**src/rtl/ps2_pkg.sv**
```systemverilog
// Shared types and helpers for the PS/2 keyboard transmitter.
// PS2_TX_ERR_INJECT_EN widens FIFO entries with a parity-corrupt flag.
package ps2_pkg;

  localparam int FRAME_BITS = 11;

  typedef enum logic [2:0] {
    ST_IDLE,
    ST_SETUP,
    ST_CLK_LO,
    ST_CLK_HI,
    ST_GAP
  } ps2_state_e;

`ifdef PS2_TX_ERR_INJECT_EN
  typedef struct packed {
    logic       err;
    logic [7:0] code;
  } fifo_entry_t;
`else
  typedef struct packed {
    logic [7:0] code;
  } fifo_entry_t;
`endif

  localparam int ENTRY_W = $bits(fifo_entry_t);

  function automatic logic odd_parity(input logic [7:0] b);
    return ~^b;
  endfunction

endpackage

```
**src/rtl/ps2_tx_fifo.sv**
```systemverilog
// Small synchronous FIFO; pointers carry an extra wrap bit for full/empty.
// A push while full is accepted when a pop happens in the same cycle.
module ps2_tx_fifo #(
  parameter int W     = 8,
  parameter int DEPTH = 4
) (
  input  logic         clk,
  input  logic         reset,
  input  logic         push,
  input  logic         pop,
  input  logic [W-1:0] wdata,
  output logic [W-1:0] rdata,
  output logic         full,
  output logic         empty
);

  localparam int AW = $clog2(DEPTH);

  logic [W-1:0] mem [DEPTH];
  logic [AW:0]  wr_ptr;
  logic [AW:0]  rd_ptr;
  logic         do_push;
  logic         do_pop;

  assign empty   = (wr_ptr == rd_ptr);
  assign full    = (wr_ptr[AW] != rd_ptr[AW]) && (wr_ptr[AW-1:0] == rd_ptr[AW-1:0]);
  assign do_pop  = pop & ~empty;
  assign do_push = push & (~full | do_pop);
  assign rdata   = mem[rd_ptr[AW-1:0]];

  always_ff @(posedge clk) begin
    if (reset) begin
      wr_ptr <= '0;
      rd_ptr <= '0;
    end else begin
      if (do_push) wr_ptr <= wr_ptr + 1'b1;
      if (do_pop)  rd_ptr <= rd_ptr + 1'b1;
    end
  end

  always_ff @(posedge clk) begin
    if (do_push) mem[wr_ptr[AW-1:0]] <= wdata;
  end

endmodule

```
**src/rtl/ps2_kbd_tx.sv**
```systemverilog
// PS/2 keyboard device model: queues scan-code bytes and sends them as
// device-to-host frames, backing off when the host inhibits the clock.
// Build option PS2_TX_ERR_INJECT_EN adds err_i to force a bad parity bit.
module ps2_kbd_tx
  import ps2_pkg::*;
#(
  parameter int FREQ_HZ    = 2000000,
  parameter int PS2_CLK_HZ = 12500,
  parameter int FIFO_DEPTH = 4
) (
  input  logic       clk,
  input  logic       reset_i,
  input  logic [7:0] code_i,
`ifdef PS2_TX_ERR_INJECT_EN
  input  logic       err_i,
`endif
  input  logic       strobe_i,
  input  logic       ps2_clk_i,
  output logic       ps2_clk_o,
  output logic       ps2_data_o,
  output logic       busy_o,
  output logic       overflow_o
);

  localparam int HALF = FREQ_HZ / (2 * PS2_CLK_HZ);
  localparam int CW   = $clog2(2 * HALF + 1);
  localparam logic [CW-1:0] HALF_END = CW'(HALF - 1);
  localparam logic [CW-1:0] GAP_END  = CW'(2 * HALF - 1);
  localparam logic [3:0]    LAST_BIT = 4'(FRAME_BITS - 1);

  // Handshake: strobe_i is a one-cycle push with no ready; a push into a
  // full FIFO (without a same-cycle pop) is dropped and flagged on overflow_o.

  fifo_entry_t push_entry;
  fifo_entry_t head;
  logic        fifo_full;
  logic        fifo_empty;
  logic        pop;
  logic        head_parity;

  ps2_state_e    state_q, state_d;
  logic [CW-1:0] cnt_q, cnt_d;
  logic [3:0]    bit_cnt_q, bit_cnt_d;
  logic [9:0]    shreg_q, shreg_d;
  logic          data_q, data_d;
  logic          clk_q;
  logic          busy_q;
  logic          overflow_q;

  always_comb begin
    push_entry      = '0;
    push_entry.code = code_i;
`ifdef PS2_TX_ERR_INJECT_EN
    push_entry.err  = err_i;
`endif
  end

`ifdef PS2_TX_ERR_INJECT_EN
  assign head_parity = odd_parity(head.code) ^ head.err;
`else
  assign head_parity = odd_parity(head.code);
`endif

  ps2_tx_fifo #(
    .W     (ENTRY_W),
    .DEPTH (FIFO_DEPTH)
  ) u_fifo (
    .clk   (clk),
    .reset (reset_i),
    .push  (strobe_i),
    .pop   (pop),
    .wdata (push_entry),
    .rdata (head),
    .full  (fifo_full),
    .empty (fifo_empty)
  );

  // The shift register holds {stop, parity, data}; the start bit is driven
  // directly when leaving IDLE and each rising edge shifts out the next bit.
  always_comb begin
    state_d   = state_q;
    cnt_d     = cnt_q;
    bit_cnt_d = bit_cnt_q;
    shreg_d   = shreg_q;
    data_d    = data_q;
    pop       = 1'b0;
    unique case (state_q)
      ST_IDLE: begin
        cnt_d  = '0;
        data_d = 1'b1;
        if (!fifo_empty && ps2_clk_i) begin
          state_d   = ST_SETUP;
          bit_cnt_d = '0;
          data_d    = 1'b0;
          shreg_d   = {1'b1, head_parity, head.code};
        end
      end
      ST_SETUP: begin
        if (cnt_q == HALF_END) begin
          state_d = ST_CLK_LO;
          cnt_d   = '0;
        end else begin
          cnt_d = cnt_q + 1'b1;
        end
      end
      ST_CLK_LO: begin
        if (cnt_q == HALF_END) begin
          state_d = ST_CLK_HI;
          cnt_d   = '0;
          data_d  = shreg_q[0];
          shreg_d = {1'b1, shreg_q[9:1]};
        end else begin
          cnt_d = cnt_q + 1'b1;
        end
      end
      ST_CLK_HI: begin
        // Host pulling the clock low aborts the frame, except on the stop bit.
        if (bit_cnt_q != LAST_BIT && !ps2_clk_i) begin
          state_d = ST_GAP;
          cnt_d   = '0;
          data_d  = 1'b1;
        end else if (cnt_q == HALF_END) begin
          cnt_d = '0;
          if (bit_cnt_q == LAST_BIT) begin
            pop     = 1'b1;
            state_d = ST_GAP;
          end else begin
            bit_cnt_d = bit_cnt_q + 1'b1;
            state_d   = ST_CLK_LO;
          end
        end else begin
          cnt_d = cnt_q + 1'b1;
        end
      end
      ST_GAP: begin
        data_d = 1'b1;
        if (!ps2_clk_i) begin
          cnt_d = '0;
        end else if (cnt_q == GAP_END) begin
          state_d = ST_IDLE;
          cnt_d   = '0;
        end else begin
          cnt_d = cnt_q + 1'b1;
        end
      end
      default: begin
        state_d = ST_IDLE;
        cnt_d   = '0;
        data_d  = 1'b1;
      end
    endcase
  end

  always_ff @(posedge clk) begin
    if (reset_i) begin
      state_q    <= ST_IDLE;
      cnt_q      <= '0;
      bit_cnt_q  <= '0;
      shreg_q    <= '1;
      data_q     <= 1'b1;
      clk_q      <= 1'b1;
      busy_q     <= 1'b0;
      overflow_q <= 1'b0;
    end else begin
      state_q    <= state_d;
      cnt_q      <= cnt_d;
      bit_cnt_q  <= bit_cnt_d;
      shreg_q    <= shreg_d;
      data_q     <= data_d;
      clk_q      <= (state_d != ST_CLK_LO);
      busy_q     <= (state_q != ST_IDLE) | ~fifo_empty;
      overflow_q <= strobe_i & fifo_full & ~pop;
    end
  end

  assign ps2_clk_o  = clk_q;
  assign ps2_data_o = data_q;
  assign busy_o     = busy_q;
  assign overflow_o = overflow_q;

endmodule

```
**config.mk**
```make
export PLATFORM = sky130hd
export DESIGN_NAME = ps2_kbd_tx
export DESIGN_NICKNAME = d
export VERILOG_FILES = /design/src/rtl/ps2_pkg.sv /design/src/rtl/ps2_tx_fifo.sv /design/src/rtl/ps2_kbd_tx.sv
export SDC_FILE = /design/constraint.sdc
export NUM_CORES = 1
export LEC_CHECK = 0
export ABC_AREA = 1
export CORE_ASPECT_RATIO = 1.1
export CORE_MARGIN = 5
export CORE_UTILIZATION = 55
export DETAILED_ROUTE_END_ITERATION = 10
export DONT_BUFFER_PORTS = 1
export GPL_TIMING_DRIVEN = 0
export HOLD_SLACK_MARGIN = 0.03
export PLACE_DENSITY = 0.78
export SLEW_MARGIN = 15
export SYNTH_ARGS = -nofsm -noshare
export SYNTH_HDL_FRONTEND = slang
export SYNTH_SLANG_ARGS = --single-unit
```
**constraint.sdc**
```tcl
create_clock -name clk -period 3.2 [get_ports clk]
set_clock_uncertainty 0.15 [all_clocks]
set_input_delay 0.64 -clock clk [delete_from_list [all_inputs] [get_ports clk]]
set_output_delay 0.64 -clock clk [all_outputs]
set_load 0.1 [all_outputs]
```
==> flow_summary.ini <==
[critical_path]
cp_top_family = simple AND/OR/NAND/NOR gates
worstSetupEndpointType = register
crit_slowest_cell = nor2_1
worst_path_largest_cell_delay_ns = 0.64
cp_data_arrival_time_ns = 2.26
critical_path_required_ns = 3.01
critPathLaunchType = register
critPathMaxFanout = 9
critPathBufInv = 0
critPathKind = reg2reg
crit_path_cell_trace = ha_1 -> nand3_2 -> nor2_4 -> nand3_1 -> nand2_1 -> nand2_2 -> nor2_1

[power]
pwr-share-comb_pct = 8.7
p_int_mw = 1.30
p_sw_uw = 424
power.density_nw_per_um2 = 490
pwr-share-clk_pct = 33.9
p_sw_share_pct = 24.6
vdd_drop_max_mv = 0.279
seq_power_share_pct = 57.4
leakagePower_nw = 1.56

[die]
dieWidth_um = 83.4
core_area_um2 = 5770
start_util_pct = 56.6
die-area_um2 = 7580
io_pins = 16
fp-row-count = 29
die_h_um = 90.8

[detailed_routing]
drc = 0
num_vias = 2449
ant_nets = 0
drt_iter0_drc = 169
wirelength_um = 5820
dr.pass1.iters = 4
vias_per_cell = 4.98
wl_per_cell_um = 11.8

[cts]
cts_tree = built
path_clk_slew_ns = 0.06
ctsHoldBuffers = 0
htreeDepth = 3
cts_sinks = 68
post_cts_resized = 0
cts_setup_buffers = 0
cts_root_buffer = clkbuf_8
clock_latency_ns = 0.33
numCtsBuffers = 9
cts_max_path_buffers = 2

[final_layout]
post-route-util_pct = 61.1
diodes = 0
final_layout_size_suffix_gt1_share_pct = 9.40
fin_area_um2 = 3520
nets = 430
syn2layout_area_growth_pct = 7.98

[yosys]
synth-simple-area-share_pct = 29.3
avgSynthCellArea_um2 = 8.18
synth_fa_ha_area_share_pct = 3.07
yosysSeqAreaShare_pct = 51.5
syn-cell-area_um2 = 3260
synth_top_area_share_pct = 29.4
yosysWarnings = 0
yosys.area.top_type = edfxtp_1
synth_cells = 399
synth_xor_area_share_pct = 1.88
synth-compound-area-share_pct = 6.48
ys_ff_latch = 68
synth_top_family_by_area = simple AND/OR/NAND/NOR gates
synth_edf_count = 32
synth_cell_types = 35
yosysMostFrequentCell = nand2_1
ys.flop_type = dfxtp_1
synthMuxAreaShare_pct = 0
syn_nets = 419
synth_commonest_cells = nand2_1 (140), inv_1 (43), nand3_1 (39), dfxtp_1 (36), edfxtp_1 (32)
async_flop_share_pct = 0
synth_top_cells_by_area = edfxtp_1 (29%), dfxtp_1 (22%), nand2_1 (16%)

[global_routing]
groute.usage.overall_pct = 16.4
overflow = 0
antenna_found_initial = 0
grt_pass1_vias = 2270
grt_max_degree = 12
grt_pass1_wl_um = 10000

[worst_hold_path]
min_path_type = in2reg

[timing]
finalCritPeriodShare_pct = 76.5
whs_ns = 0.219
setup_slack_ns = 0.751
hold_violations = 0
worst_pin_slew_ns = 0.985
rsz0062_at_grt = no
maxSlewHeadroom_pct = 34.2
slew_viol_final = 0
fin_crit_ns = 2.45
finalSetupViolations = 0
max_freq_mhz = 408
final.setup.tns_ns = 0

[place]
dp_hpwl_um = 4150
post_dp_cell_area_um2 = 3360
dp_slack_ns = 0.732
place.gp.congestion = 0.849
port_buffers = 0

[run_status]
status = completed

[flow_run]
maxCapViolations = 0
[path summary, 6_finish.rpt]
path              startpoint                to  slack, ns  cells after the start
hold reg to reg   shreg_q[7]        shreg_q[7]       0.31                      2
setup reg to reg    cnt_q[0]  u_fifo.mem[1][1]       0.75                      7
setup / recovery    cnt_q[0]  u_fifo.mem[1][1]       0.75                      7
hold / removal       reset_i        state_q[0]       0.22                      1
[through the flow]
step	cells	power, mW
after floorplan	399	1.13
after global placement	476	1.15
after detailed placement	476	1.16
after CTS	492	1.74
after global routing	492	1.81
final	492	1.73
[registers in the layout (all words and copies together) (netlist names), named ones only]
signal and flops:
u_fifo.mem 32, busy_o 1, cnt_q 8, ps2_clk_o 1, state_q 3, u_fifo.wr_ptr 3, overflow_o 1, ps2_data_o 1
u_fifo.rd_ptr 3, shreg_q 9, bit_cnt_q 4
[per-layer routing]
layer / share of wire (%) / track usage, % / routed length (um)
met3: 4.6 / 4.38 / 267
met4: 1.7 / 7.24 / 99
met5: 0 / 0 / 0
met2: 49 / 27.9 / 2850
met1: 45 / 19.5 / 2600
[cells by family (layout without fill, tap and decap cells)]
logic type | count (synthesis) | count (layout)
simple gates | 223 | 223
flops | 68 | 68
buf+inv | 56 | 72
compound gates | 37 | 37
fa+ha+maj | 8 | 8
xor+xnor | 7 | 7
[layout make-up]
class | instances | area, um2
flip-flops and latches | 68 | 1680
clock inverters | 3 | 15.0
inverters | 48 | 185
well taps | 77 | 96.3
plain buffers | 8 | 66.3
multi-input cells | 275 | 1330
clock buffers | 13 | 149
fillers | 460 | 2250
[layout by cell type, fill, tap and decap left out, drive strengths merged]
master | netlist | routed
o31ai | 1 | 1
clkbuf | 1 | 14
o21a | 1 | 1
nor2 | 27 | 27
nor3b | 1 | 1
a211oi | 1 | 1
nand2 | 149 | 149
o21ai | 18 | 18
buf | 7 | 7
xor2 | 6 | 6
nand3 | 40 | 40
clkinv | 1 | 4
nand4 | 2 | 2
nand3b | 2 | 2
nor3 | 1 | 1
o211ai | 3 | 3
dfxtp | 36 | 36
edfxtp | 32 | 32
inv | 47 | 47
a21oi | 13 | 13
or2 | 1 | 1
xnor2 | 1 | 1
ha | 8 | 8
[power groups by stage]
stage	Sequential [mW]	Clock, mW	Combinational [mW]
2_1_floorplan	1.00	0	0.123
3_3_place_gp	1.01	0	0.145
3_5_place_dp	1.01	0	0.151
4_1_cts	0.990	0.599	0.151
5_1_grt	0.993	0.642	0.178
6_report	0.990	0.585	0.151
Power figures use the tool's default switching activity.
